$ cat src/rtl/mem_arb_pkg.sv
// mem_arb_pkg: shared types and constants for the memory port arbiter
package mem_arb_pkg;
  localparam int DEF_ADDR_W = 16;
  localparam int DEF_DATA_W = 16;
  localparam int MEM_LAT_MAX = 4;
  localparam logic [1:0] REQ_FETCH = 2'd0;
  localparam logic [1:0] REQ_DATA = 2'd1;
  localparam logic [1:0] REQ_STACK = 2'd2;
  typedef enum logic [2:0] {IDLE = 3'd0, ACCESS = 3'd1, WAIT = 3'd2, RESP = 3'd3} state_t;
  function automatic logic [1:0] oh2id(input logic [2:0] oh);
    return oh[2] ? REQ_STACK : oh[1] ? REQ_DATA : REQ_FETCH;
  endfunction
  function automatic logic [1:0] next_ptr(input logic [1:0] id);
    return (id == REQ_STACK) ? REQ_FETCH : id + 2'd1;
  endfunction
endpackage

$ cat src/rtl/mem_port_arbiter_if.sv
// mem_port_arbiter_if: requester-side and memory-side signals of the arbiter
interface mem_port_arbiter_if import mem_arb_pkg::*; #(
  parameter int ADDR_W = DEF_ADDR_W,
  parameter int DATA_W = DEF_DATA_W
);
  logic [2:0] req, we, gnt, done, state;
  logic [ADDR_W-1:0] addr0, addr1, addr2, mem_addr;
  logic [DATA_W-1:0] wdata0, wdata1, wdata2, rdata, mem_wdata, mem_rdata;
  logic busy, mem_en, mem_we;
  modport slave (
    input req, we, addr0, addr1, addr2, wdata0, wdata1, wdata2, mem_rdata,
    output gnt, done, rdata, busy, mem_en, mem_we, mem_addr, mem_wdata, state
  );
  modport master (
    output req, we, addr0, addr1, addr2, wdata0, wdata1, wdata2, mem_rdata,
    input gnt, done, rdata, busy, mem_en, mem_we, mem_addr, mem_wdata, state
  );
endinterface

$ cat src/rtl/arb_pick.sv
// arb_pick: one-hot winner from req; rotating priority from ptr, or fixed
// stack > data > fetch when ARB_FIXED_PRIO_EN is defined
module arb_pick (
  input  logic [2:0] req,
  input  logic [1:0] ptr,
  output logic [2:0] win,
  output logic       any
);
  assign any = |req;
`ifdef ARB_FIXED_PRIO_EN
  logic unused_ptr;
  assign unused_ptr = ^ptr;
  assign win = req[2] ? 3'b100 : req[1] ? 3'b010 : req[0] ? 3'b001 : 3'b000;
`else
  logic [2:0] rr, g;
  // rotate so the pointer's requester is bit 0, pick lowest, rotate back
  always_comb begin
    rr = (ptr == 2'd1) ? {req[0], req[2:1]} : (ptr == 2'd2) ? {req[1:0], req[2]} : req;
    g = rr[0] ? 3'b001 : rr[1] ? 3'b010 : rr[2] ? 3'b100 : 3'b000;
    win = (ptr == 2'd1) ? {g[1:0], g[2]} : (ptr == 2'd2) ? {g[0], g[2:1]} : g;
  end
`endif
endmodule

$ cat src/rtl/mem_port_arbiter.sv
// mem_port_arbiter: shares one memory port among fetch, data and stack requesters
// ARB_FIXED_PRIO_EN selects fixed priority instead of round-robin
module mem_port_arbiter import mem_arb_pkg::*; #(
  parameter int ADDR_W = DEF_ADDR_W,
  parameter int DATA_W = DEF_DATA_W,
  parameter int MEM_LAT = 1
) (
  input logic CLK,
  input logic Reset,
  mem_port_arbiter_if.slave bus
);
  localparam int CW = $clog2(MEM_LAT_MAX + 1);
  state_t st;
  logic [2:0] win;
  logic any, we_l;
  logic [1:0] ptr, id;
  logic [CW-1:0] cnt;
  logic [ADDR_W-1:0] a_sel;
  logic [DATA_W-1:0] d_sel;
  arb_pick u_pick (.req(bus.req), .ptr(ptr), .win(win), .any(any));
  assign bus.state = st;
  always_comb begin
    id = oh2id(win);
    a_sel = (id == REQ_STACK) ? bus.addr2 : (id == REQ_DATA) ? bus.addr1 : bus.addr0;
    d_sel = (id == REQ_STACK) ? bus.wdata2 : (id == REQ_DATA) ? bus.wdata1 : bus.wdata0;
  end
`ifdef ARB_FIXED_PRIO_EN
  assign ptr = 2'd0;
`endif
  always_ff @(posedge CLK) begin
    if (Reset) begin
      st <= IDLE;
      bus.gnt <= '0;
      bus.done <= '0;
      bus.busy <= 1'b0;
      bus.mem_en <= 1'b0;
      bus.mem_we <= 1'b0;
      bus.mem_addr <= '0;
      bus.mem_wdata <= '0;
      bus.rdata <= '0;
      we_l <= 1'b0;
      cnt <= '0;
`ifndef ARB_FIXED_PRIO_EN
      ptr <= REQ_FETCH;
`endif
    end else begin
      case (st)
        IDLE: if (any) begin
          st <= ACCESS;
          bus.gnt <= win;
          bus.busy <= 1'b1;
          bus.mem_en <= 1'b1;
          bus.mem_we <= |(bus.we & win);
          we_l <= |(bus.we & win);
          bus.mem_addr <= a_sel;
          bus.mem_wdata <= d_sel;
        end
        ACCESS: begin
          bus.mem_en <= 1'b0;
          bus.mem_we <= 1'b0;
          cnt <= CW'(MEM_LAT);
          st <= we_l ? RESP : WAIT;
          bus.done <= we_l ? bus.gnt : 3'b000;
        end
        WAIT: if (cnt == CW'(1)) begin
          bus.rdata <= bus.mem_rdata;
          bus.done <= bus.gnt;
          st <= RESP;
        end else begin
          cnt <= cnt - 1'b1;
        end
        RESP: begin
          st <= IDLE;
          bus.done <= '0;
          bus.gnt <= '0;
          bus.busy <= 1'b0;
`ifndef ARB_FIXED_PRIO_EN
          ptr <= next_ptr(oh2id(bus.gnt));
`endif
        end
        default: st <= IDLE;
      endcase
    end
  end
endmodule

$ cat src/flat_wrapper.sv
// flat-port wrapper written by rule: the top's interface ports become plain ports
module mem_port_arbiter_flat import mem_arb_pkg::*;
#(
  parameter int ADDR_W = DEF_ADDR_W,
  parameter int DATA_W = DEF_DATA_W,
  parameter int MEM_LAT = 1
)
  (CLK, Reset, bus_req, bus_we, bus_addr0, bus_addr1, bus_addr2, bus_wdata0, bus_wdata1, bus_wdata2, bus_mem_rdata, bus_gnt, bus_done, bus_rdata, bus_busy, bus_mem_en, bus_mem_we, bus_mem_addr, bus_mem_wdata, bus_state);
  mem_port_arbiter_if #(.ADDR_W(ADDR_W), .DATA_W(DATA_W)) bus_i ();
  input logic CLK;
  input logic Reset;
  input wire logic [$bits(bus_i.req)-1:0] bus_req;
  input wire logic [$bits(bus_i.we)-1:0] bus_we;
  input wire logic [$bits(bus_i.addr0)-1:0] bus_addr0;
  input wire logic [$bits(bus_i.addr1)-1:0] bus_addr1;
  input wire logic [$bits(bus_i.addr2)-1:0] bus_addr2;
  input wire logic [$bits(bus_i.wdata0)-1:0] bus_wdata0;
  input wire logic [$bits(bus_i.wdata1)-1:0] bus_wdata1;
  input wire logic [$bits(bus_i.wdata2)-1:0] bus_wdata2;
  input wire logic [$bits(bus_i.mem_rdata)-1:0] bus_mem_rdata;
  output wire logic [$bits(bus_i.gnt)-1:0] bus_gnt;
  output wire logic [$bits(bus_i.done)-1:0] bus_done;
  output wire logic [$bits(bus_i.rdata)-1:0] bus_rdata;
  output wire logic [$bits(bus_i.busy)-1:0] bus_busy;
  output wire logic [$bits(bus_i.mem_en)-1:0] bus_mem_en;
  output wire logic [$bits(bus_i.mem_we)-1:0] bus_mem_we;
  output wire logic [$bits(bus_i.mem_addr)-1:0] bus_mem_addr;
  output wire logic [$bits(bus_i.mem_wdata)-1:0] bus_mem_wdata;
  output wire logic [$bits(bus_i.state)-1:0] bus_state;
  assign bus_i.req = bus_req;
  assign bus_i.we = bus_we;
  assign bus_i.addr0 = bus_addr0;
  assign bus_i.addr1 = bus_addr1;
  assign bus_i.addr2 = bus_addr2;
  assign bus_i.wdata0 = bus_wdata0;
  assign bus_i.wdata1 = bus_wdata1;
  assign bus_i.wdata2 = bus_wdata2;
  assign bus_i.mem_rdata = bus_mem_rdata;
  assign bus_gnt = bus_i.gnt;
  assign bus_done = bus_i.done;
  assign bus_rdata = bus_i.rdata;
  assign bus_busy = bus_i.busy;
  assign bus_mem_en = bus_i.mem_en;
  assign bus_mem_we = bus_i.mem_we;
  assign bus_mem_addr = bus_i.mem_addr;
  assign bus_mem_wdata = bus_i.mem_wdata;
  assign bus_state = bus_i.state;
  mem_port_arbiter #(.ADDR_W(ADDR_W), .DATA_W(DATA_W), .MEM_LAT(MEM_LAT)) u_core (.CLK(CLK), .Reset(Reset), .bus(bus_i));
endmodule
$ cat config.mk
export PLATFORM = sky130hd
export DESIGN_NAME = mem_port_arbiter_flat
export DESIGN_NICKNAME = d
export VERILOG_FILES = /design/src/rtl/mem_arb_pkg.sv /design/src/rtl/mem_port_arbiter_if.sv /design/src/rtl/arb_pick.sv /design/src/rtl/mem_port_arbiter.sv /design/src/flat_wrapper.sv
export SDC_FILE = /design/constraint.sdc
export NUM_CORES = 1
export LEC_CHECK = 0
export ABC_AREA = 1
export ABC_CLOCK_PERIOD_IN_PS = 3400
export BUFFER_PORTS_ARGS = -buffer_cell sky130_fd_sc_hd__buf_4
export CORE_MARGIN = 3
export CORE_UTILIZATION = 48
export DETAILED_ROUTE_END_ITERATION = 7
export PLACE_DENSITY = 0.92
export SYNTH_ARGS = -nofsm -noshare
export SYNTH_HDL_FRONTEND = slang
export SYNTH_SLANG_ARGS = --single-unit
$ cat constraint.sdc
create_clock -name CLK -period 3.4 [get_ports CLK]
set_clock_uncertainty 0.15 [all_clocks]
set_input_delay 0.34 -clock CLK [delete_from_list [all_inputs] [get_ports CLK]]
set_output_delay 0.34 -clock CLK [all_outputs]
set_load 0.01 [all_outputs]
==> flow_metrics.py <==
metrics = {
    "clock_tree": {
        "hold_buffers": 0,
        "cts_tree": "yes",
        "cts_buffers": 9,
        "cts-root-buf": "clkbuf_8",
        "cts.sink_count": 65,
        "post_cts_buffers": 0,
        "clk_pin_slew_ns": 0.08,
        "cts_resized": 0,
        "cts_max_level": 3,
        "clk-insertion-delay-late_ns": 0.34,
        "clock_path_buffers": 2,
    },
    "floorplanning": {
        "fp.coreArea_um2": 6460,
        "dieArea_um2": 7800,
        "die_h_um": 88.3,
        "io_pins": 180,
        "initial_core_util": 0.504,
        "rows": 29,
        "die_x_um": 88.3,
    },
    "setup_path": {
        "critPathSlowestCell": "nand2_2",
        "path_cells": "inv_2, nand2_2, inv_2, nand2_1, nand3_1, nand3b_1, nand2_2, buf_4, nor2_1, o21ai_0, a21oi_1",
        "path_delay_family": "simple AND/OR/NAND/NOR gates",
        "critPathKind": "flop to flop",
        "worst_ep_required_time_ns": 3.47,
        "critical_path.max_fanout": 28,
        "reg2reg_from": "u_core.ptr[1]",
        "crit_start": "u_core.ptr[1]",
        "arrival_ns": 2.53,
        "rrSetupSlack_ns": 0.94,
        "crit_buf_inv": 3,
        "start_kind": "flop",
        "endpoint_kind": "flop",
        "max_stage_delay_ns": 0.44,
    },
    "finish": {
        "final_cell_area_um2": 4830,
        "mostFrequentLayoutCell": "buf_4",
        "syn_to_final_growth_pct": 48.4,
        "drive_gt1_frac": 0.338,
        "mostFrequentLayoutCells": "buf_4, a21oi_1, o21ai_0",
        "final_nets": 759,
        "fillers": 491,
        "diodes": 0,
        "final_util": 0.748,
    },
    "synthesis": {
        "synth_cell_types": 30,
        "yosys-top-cells-area": "dfxtp_1, a21oi_1, o21ai_0",
        "synthAdderAreaFrac": 0.0269,
        "synthSimpleGateAreaFrac": 0.120,
        "synthCells": 467,
        "syn_avg_cell_area_um2": 6.97,
        "synth_compound_area_frac": 0.358,
        "seq_area_frac_synth": 0.400,
        "yosys_warnings": 0,
        "synth_xor_area_frac": 0,
        "netlist_area_um2": 3250,
        "synth_top_area_share": 0.400,
        "ys_ff_latch": 65,
        "syn_nets": 594,
        "synth_top_family_by_area": "compound AO/OA/AOI/OAI gates",
        "synth_area_leader_cell": "dfxtp_1",
        "synthMuxAreaShare": 0,
    },
    "drt": {
        "drc": 0,
        "vias_per_cell": 5.46,
        "drt.antenna.violating_nets": 0,
        "vias": 3900,
        "avgRoutedWirePerCell_um": 15.4,
        "drtIter0Drc": 257,
        "wl_mm": 11.0,
        "drtPass1Iterations": 5,
    },
    "placement": {
        "dpl.hpwl_mm": 8.15,
        "placed_area_um2": 4610,
        "io_buffer_count": 178,
        "gp_congestion": 0.961,
    },
    "global_route": {
        "track_usage": 0.273,
        "grt_pass1_wl_mm": 17.0,
        "antenna_found_initial": 0,
        "grt_pass1_vias": 3776,
        "grt_overflow": 0,
        "grt_max_degree": 39,
    },
    "pwr": {
        "clock_power_share": 0.188,
        "power.internal_mw": 2.33,
        "p_sw_mw": 1.67,
        "p_leak_nw": 2.23,
        "powerDensity_nw_per_um2": 828,
        "comb_power_share": 0.504,
        "p_sw_frac": 0.418,
        "seqPwrFrac": 0.308,
        "peakVddDrop_v": 0.000419,
    },
    "timing": {
        "worst_slew_pin_slew_ns": 1.01,
        "finalSetupTns_ns": 0,
        "layout_min_cycle_time_ns": 2.46,
        "maxSlewViolCount": 0,
        "rsz0062_at_grt": "no",
        "finalHoldViolCount": 0,
        "relSlewSlack": 0.324,
        "final-setup-viol-count": 0,
        "fin_crit_sh": 0.723,
        "fmax_mhz": 407,
    },
    "job": {
        "drv_cap": 0,
    },
    "outcome": {
        "run_status": "finished, final reports clean",
    },
    "worst_hold_path": {
        "min_from": "Reset",
        "min_path_type": "input port to flop",
    },
}
==> registers in the layout (all words and copies together), names as in the netlist <==
name                  flops
u_core.bus.mem_we         1
u_core.bus.mem_addr      16
u_core.ptr                2
u_core.bus.gnt            3
u_core.bus.mem_en         1
u_core.we_l               1
u_core.bus.rdata         16
u_core.cnt                3
u_core.bus.busy           1
u_core.bus.mem_wdata     16
u_core.bus.state          2
u_core.bus.done           3
==> worst paths after layout <==
path	depth (start not counted)	to
setup reg to reg	11	u_core.bus.mem_wdata[14]
hold / removal	2	u_core.bus.busy
hold reg to reg	2	u_core.bus.rdata[11]
setup / recovery	11	u_core.bus.mem_wdata[14]
==> cells by family (layout without fill, tap and decap cells) <==
family	after synthesis	in the layout
flip-flops	65	65
adder cells (fa/ha/maj)	7	7
AO/OA/AOI/OAI	229	229
other	1	1
AND/OR/NAND/NOR	91	91
buffers and inverters	74	244
==> per-stage QoR <==
step	setup slack (ns)	hold WS (ns)	cells	total power, mW
finish	0.941	0.110	714	4.00
detailed placement	1.02	0.290	698	3.24
floorplan	1.49	0.268	467	2.44
global placement	1.12	0.283	698	3.17
global route	0.762	0.125	714	4.31
CTS	1.01	0.104	714	3.99
==> worst reg2reg max path: stages (launching register included) <==
cell and delay [ns]:
dfxtp_1 0.41, inv_2 0.09, nand2_2 0.12, inv_2 0.07
nand2_1 0.09, nand3_1 0.15, nand3b_1 0.24, nand2_2 0.44
buf_4 0.35, nor2_1 0.07, o21ai_0 0.08, a21oi_1 0.08
==> cell usage after synthesis <==
| cell | instances |
|---|---|
| conb_1 | 1 |
| buf_4 | 6 |
| nor3_1 | 1 |
| inv_2 | 4 |
| clkbuf_2 | 1 |
| ha_1 | 7 |
| a211oi_1 | 1 |
| a21oi_1 | 131 |
| clkbuf_1 | 19 |
| a41oi_1 | 1 |
| o21ai_1 | 15 |
| nand4_1 | 2 |
| buf_1 | 1 |
| buf_2 | 5 |
| or2_2 | 2 |
| nand3_1 | 11 |
| nand2_1 | 32 |
| nand3b_1 | 1 |
| a31oi_1 | 1 |
| nand4_2 | 1 |
| nor2_2 | 2 |
| o21ai_0 | 77 |
| inv_1 | 37 |
| nand2_2 | 2 |
| nor2_1 | 37 |
| dfxtp_1 | 65 |
| o211ai_1 | 1 |
| clkinv_1 | 1 |
| o211a_1 | 1 |
| a221oi_1 | 1 |
==> power by group through the flow <==
stage	combinational [mW]	sequential (mW)	clock, mW
3_5_place_dp	2.00	1.24	0
2_1_floorplan	1.10	1.34	0
6_report	2.01	1.23	0.753
4_1_cts	2.01	1.23	0.752
5_1_grt	2.25	1.27	0.796
3_3_place_gp	1.94	1.23	0
==> metal layers <==
layer  part of all wire  wire length (um)  GRT usage
met5                  0                 0          0
met4              0.033               360      0.128
met3              0.094              1030     0.0847
met2               0.50              5460      0.462
met1               0.38              4140      0.315
==> final cells by class <==
type | instances | area (um2) | share of cell area
timing repair buffer | 186 | 1400 | 0.289
multi-input combinational | 328 | 1650 | 0.342
inverter | 42 | 158 | 0.0326
clock inverter | 7 | 101 | 0.0210
clock buffer | 9 | 124 | 0.0256
tap | 77 | 96.3 | 0.0199
sequential | 65 | 1300 | 0.269
Note: power is estimated with default switching activity, not from simulation.
